[src/rtl/if_ctrl_pkg.sv]
// Shared definitions for the instruction-fetch controller: widths, alignment,
// default reset vector and the fetch FSM state type.
package if_ctrl_pkg;

   localparam int XLEN = 32;
   localparam logic [XLEN-1:0] INST_ALIGN_MASK  = 32'hFFFF_FFFC;
   localparam logic [XLEN-1:0] INST_BYTES       = 32'd4;
   localparam logic [XLEN-1:0] DEFAULT_RESET_PC = 32'h0000_0000;

   typedef enum logic [1:0] {
      IF_BOOT = 2'd0,
      IF_REQ  = 2'd1,
      IF_WAIT = 2'd2
   } if_state_t;

   // Force a fetch target onto a 4-byte instruction boundary.
   function automatic logic [XLEN-1:0] alignPc(input logic [XLEN-1:0] addr);
      return addr & INST_ALIGN_MASK;
   endfunction

endpackage

[src/rtl/if_pc_gen.sv]
// Fetch PC register with its next-PC selection: reset vector, aligned
// redirect target, +4 sequencing on an accepted fetch, or hold.
module if_pc_gen
   import if_ctrl_pkg::*;
#(
   parameter logic [XLEN-1:0] RESET_PC = DEFAULT_RESET_PC
) (
   input  logic            clk,
   input  logic            rst,
   input  logic            i_redirect,
   input  logic [XLEN-1:0] i_redirectPc,
   input  logic            i_advance,
   output logic [XLEN-1:0] o_pc
);

   logic [XLEN-1:0] r_pc;

   // Redirect beats sequencing; the adder wraps naturally at 2^32.
   always_ff @(posedge clk) begin
      if (!rst) begin
         r_pc <= RESET_PC;
      end else if (i_redirect) begin
         r_pc <= alignPc(i_redirectPc);
      end else if (i_advance) begin
         r_pc <= r_pc + INST_BYTES;
      end
   end

   assign o_pc = r_pc;

endmodule

[src/rtl/if_ctrl.sv]
// Instruction-fetch controller: single-outstanding req/gnt/rvalid fetch to
// instruction memory, redirect with kill of an in-flight fetch, and a
// one-entry valid/ready register presenting instructions to decode.
module if_ctrl
   import if_ctrl_pkg::*;
#(
   parameter logic [XLEN-1:0] RESET_PC = DEFAULT_RESET_PC
) (
   input  logic            clk,
   input  logic            rst,
   output logic            imem_req_o,
   output logic [XLEN-1:0] imem_addr_o,
   input  logic            imem_gnt_i,
   input  logic            imem_rvalid_i,
   input  logic [XLEN-1:0] imem_rdata_i,
   input  logic            redirect_i,
   input  logic [XLEN-1:0] redirect_pc_i,
   output logic            inst_valid_o,
   input  logic            inst_ready_i,
   output logic [XLEN-1:0] inst_o,
   output logic [XLEN-1:0] inst_pc_o,
   output logic [XLEN-1:0] pc_o
);

   if_state_t       r_state;
   logic            r_kill;
   logic [XLEN-1:0] r_pendPc;
   logic            r_instValid;
   logic [XLEN-1:0] r_inst;
   logic [XLEN-1:0] r_instPc;

   logic [XLEN-1:0] w_pc;
   logic            w_stalled;
   logic            w_req;
   logic            w_grant;
   logic            w_redirect;

   // Decode holding a full output register blocks new requests; a redirect
   // cycle never requests so a grant cannot collide with a new target.
   assign w_stalled  = r_instValid && !inst_ready_i;
   assign w_req      = (r_state == IF_REQ) && !w_stalled && !redirect_i;
   assign w_grant    = w_req && imem_gnt_i;
   assign w_redirect = redirect_i && (r_state != IF_BOOT);

   if_pc_gen #(
      .RESET_PC(RESET_PC)
   ) u_pcGen (
      .clk         (clk),
      .rst         (rst),
      .i_redirect  (w_redirect),
      .i_redirectPc(redirect_pc_i),
      .i_advance   (w_grant),
      .o_pc        (w_pc)
   );

   // Fetch FSM, kill tracking of a superseded fetch, and the decode register.
   always_ff @(posedge clk) begin
      if (!rst) begin
         r_state     <= IF_BOOT;
         r_kill      <= 1'b0;
         r_pendPc    <= '0;
         r_instValid <= 1'b0;
         r_inst      <= '0;
         r_instPc    <= '0;
      end else begin
         if (inst_ready_i) begin
            r_instValid <= 1'b0;
         end
         if (w_redirect) begin
            r_instValid <= 1'b0;
            if ((r_state == IF_WAIT) && !imem_rvalid_i) begin
               r_kill  <= 1'b1;
               r_state <= IF_WAIT;
            end else begin
               r_kill  <= 1'b0;
               r_state <= IF_REQ;
            end
         end else begin
            case (r_state)
               IF_BOOT: begin
                  r_state <= IF_REQ;
               end
               IF_REQ: begin
                  if (w_grant) begin
                     r_pendPc <= w_pc;
                     r_state  <= IF_WAIT;
                  end
               end
               IF_WAIT: begin
                  if (imem_rvalid_i) begin
                     if (r_kill) begin
                        r_kill <= 1'b0;
                     end else begin
                        r_inst      <= imem_rdata_i;
                        r_instPc    <= r_pendPc;
                        r_instValid <= 1'b1;
                     end
                     r_state <= IF_REQ;
                  end
               end
               default: begin
                  r_state <= IF_BOOT;
               end
            endcase
         end
      end
   end

   assign imem_req_o   = w_req;
   assign imem_addr_o  = w_pc;
   assign pc_o         = w_pc;
   assign inst_valid_o = r_instValid;
   assign inst_o       = r_inst;
   assign inst_pc_o    = r_instPc;

endmodule

[config.mk]
export PLATFORM = sky130hd
export DESIGN_NAME = if_ctrl
export DESIGN_NICKNAME = d
export VERILOG_FILES = /design/src/rtl/if_ctrl_pkg.sv /design/src/rtl/if_pc_gen.sv /design/src/rtl/if_ctrl.sv
export SDC_FILE = /design/constraint.sdc
export NUM_CORES = 1
export LEC_CHECK = 0
export CORE_UTILIZATION = 40
export DETAILED_ROUTE_END_ITERATION = 10
export PLACE_DENSITY = 0.73
export SYNTH_ARGS = -nofsm -noshare
export SYNTH_HDL_FRONTEND = slang
export SYNTH_SLANG_ARGS = --single-unit
[constraint.sdc]
create_clock -name clk -period 2.1 [get_ports clk]
set_clock_uncertainty 0.1 [all_clocks]
set_input_delay 0.525 -clock clk [delete_from_list [all_inputs] [get_ports clk]]
set_output_delay 0.525 -clock clk [all_outputs]
set_load 0.03 [all_outputs]
==> out/metrics.cfg <==
[outcome]
status=finished clean

[critical_path]
r2r-end=u_pcGen.o_pc[24]
path_class=flop to output pin
required_ns=1.47
path_max_fanout=2
worstPathCellList=clkdlybuf4s50_1
startpoint_type=flop
slowest_delay_ns=0.69
path_buf_inv=1
crit_path_end_kind=output pin
reg2regPathDepth=6
r2r-start=u_pcGen.o_pc[3]
reg2reg_slack_ns=0.09
slowest_stage=clkdlybuf4s50_1
critical-path-top-delay-family=buffers and inverters
worstPathArrival_ns=1.44

[drt]
viasPerCell=5.02
wl_per_cell_um=15.3
drt_pass1_iterations=5
drc=0
routed-via-count=5298
drt_iter0_drc=377
ant_nets=0
drt-total-wl_mm=16.1

[synth]
yosysSeqAreaShare_pct=47.1
avgSynthCellArea_sq_um=7.94
synth.most_common_cell=nand2_1
yosys.area.top_type=dfxtp_1
synth_common_cells=198 x nand2_1, 126 x dfxtp_1, 112 x a21oi_1
synth_top_area_share_pct=47.1
synth_ff_type=dfxtp_1
ys_seq_elements=126
yosys_warnings=0
synth_area_sq_um=5360
synth-async-reset-ratio_pct=0
ys_types=50
synthTopCellsByArea=dfxtp_1 47%, nand2_1 14%, a21oi_1 10%, buf_4 5.0%, clkbuf_1 2.0%
synth_edf_count=0
synth_cells=675

[min_path]
min-delay-start=inst_pc_o[27]
whs_path_depth=2
whs_endpoint=inst_pc_o[27]
min_path_type=flop to flop

[timing]
maxSlewHeadroom_pct=64.3
tightest_slew_ns=0.535
finalCritPeriodShare_pct=98.1
rsz0062_at_grt=false
finalCriticalPeriod_ns=2.06
hold_viol=0
setup_violations=0
finalMaxSlewViolations=0
max_freq_mhz=485

[clock_tree]
path_clk_slew_ns=0.05
cts.sinks=126
cts-htree-levels=4
cts_tree=done
cts_made_buffers=17
postCtsHoldBufs=0
clock_latency_ns=0.42
ctsRootBufferMaster=clkbuf_16
ctsLongestPathBuffers=2

[floorplanning]
rows=41
die_width_um=118
core_region_area_sq_um=12800
dieArea_sq_um=13900
die_h_um=118
initial_core_util_pct=41.8
ios=200

[grt]
grt-ovfl-total=0
grt_first_pass_wirelength_mm=25.9
track_usage_pct=23.5
grt_start_max_net_pins=68
antenna_found_initial=0
grt_pass1_vias=5165

[final_layout]
design_area_sq_um=8180
stdcell_count=1056
antenna_cells=0
drive_gt1_share_pct=12.4
final_nets=943
syn_to_final_growth_pct=52.6
fin_util_pct=63.7

[job]
drv_cap=0

[placement]
placedInstanceArea_sq_um=7580
gp_congestion=0.871
port_buffers=191
dp.cells=1025
detailed_place_hpwl_mm=11.3

[power]
p_total_mw=6.32
p_per_area_nw_per_um2=772
ir_drop_v=0.000501
leakagePower_nw=3.43

## per-layer routing
layer | share of wire, % | track usage (%) | routed length, um | up-vias
met3 | 5.9 | 6.49 | 954 | 25
li1 | - | - | - | 2624
met1 | 45 | 30.0 | 7300 | 2442
met2 | 47 | 37.8 | 7580 | 207
met5 | 0 | 0 | 0 | -
met4 | 1.7 | 8.49 | 268 | 0
## flip-flops by register name, indices dropped and copies added (netlist names)
name and cells:
inst_pc_o 30, r_state 2, inst_valid_o 1, r_kill 1, inst_o 32, r_pendPc 30, u_pcGen.o_pc 30
## power by group
group          switching (mW)  leakage (nW)  internal (mW)  total, mW
clock network            1.00         0.298           2.03       3.04
logic                   0.426          2.11          0.321      0.748
registers              0.0815          1.02           2.45       2.53
total                    1.51          3.43           4.81       6.32
## cell usage in the layout, fill, tap and decap left out, types with 10 or more instances in the layout
cell type | Yosys | routed
o21ai_0 | 19 | 19
dlymetal6s2s_1 | 0 | 18
clkdlybuf4s50_1 | 0 | 110
nand4_1 | 14 | 14
dfxtp_1 | 126 | 123
dlygate4sd2_1 | 0 | 58
a21oi_1 | 112 | 112
nor2_1 | 27 | 27
clkbuf_16 | 0 | 17
xor2_1 | 10 | 10
buf_4 | 36 | 55
xnor2_1 | 11 | 11
nand2_1 | 198 | 198
## logic make-up after synthesis
| family | share of synthesized area (%) |
|---|---|
| compound gates | 15.7 |
| xor+xnor | 3.43 |
| fa+ha+maj | 0.234 |
| buf+inv | 9.09 |
| flops | 47.1 |
| other cells | 0.0700 |
| simple gates | 24.4 |
## repair_timing
action | 4_1_cts | 5_1_grt
gates cloned | 0 | 0
buffers inserted | 0 | 1
gates resized for setup | 64 | 26
setup endpoints to repair | 62 | 23
pin swaps | 0 | 1
hold endpoints to repair | 0 | 0
## how the worst max path moves through the flow
stage / end / startpoint / slack (ns) / depth (start not counted)
floorplan: u_pcGen.o_pc[31] / u_pcGen.o_pc[9] / 0.08 / 5
global placement: u_pcGen.o_pc[11] / redirect_i / -0.41 / 7
detailed placement: u_pcGen.o_pc[11] / redirect_i / -0.38 / 7
CTS: imem_req_o / inst_valid_o / -0.06 / 5
global route: inst_pc_o[24] / inst_pc_o[24] / 0.0003 / 1
finish: inst_pc_o[17] / inst_pc_o[17] / 0.04 / 1
## through the flow
stage	setup WS, ns	setup TNS [ns]	hold WS, ns
CTS	-0.0560	-0.0560	0.353
global placement	-0.405	-16.57	0.338
finish	0.0394	0	0.349
detailed placement	-0.377	-18.65	0.345
global route	0.000332	0	0.366
floorplan	0.0849	0	0.332
## area by class of cell
type	count	area, sq um
Clock buffer	24	472
Clock inverter	7	135
Fill cell	1140	4650
Inverter	4	16.3
Multi-Input combinational cell	471	2400
Sequential cell	126	2530
Tap cell	172	215
Timing Repair Buffer	252	2410
Note: power is estimated with default switching activity, not from simulation.
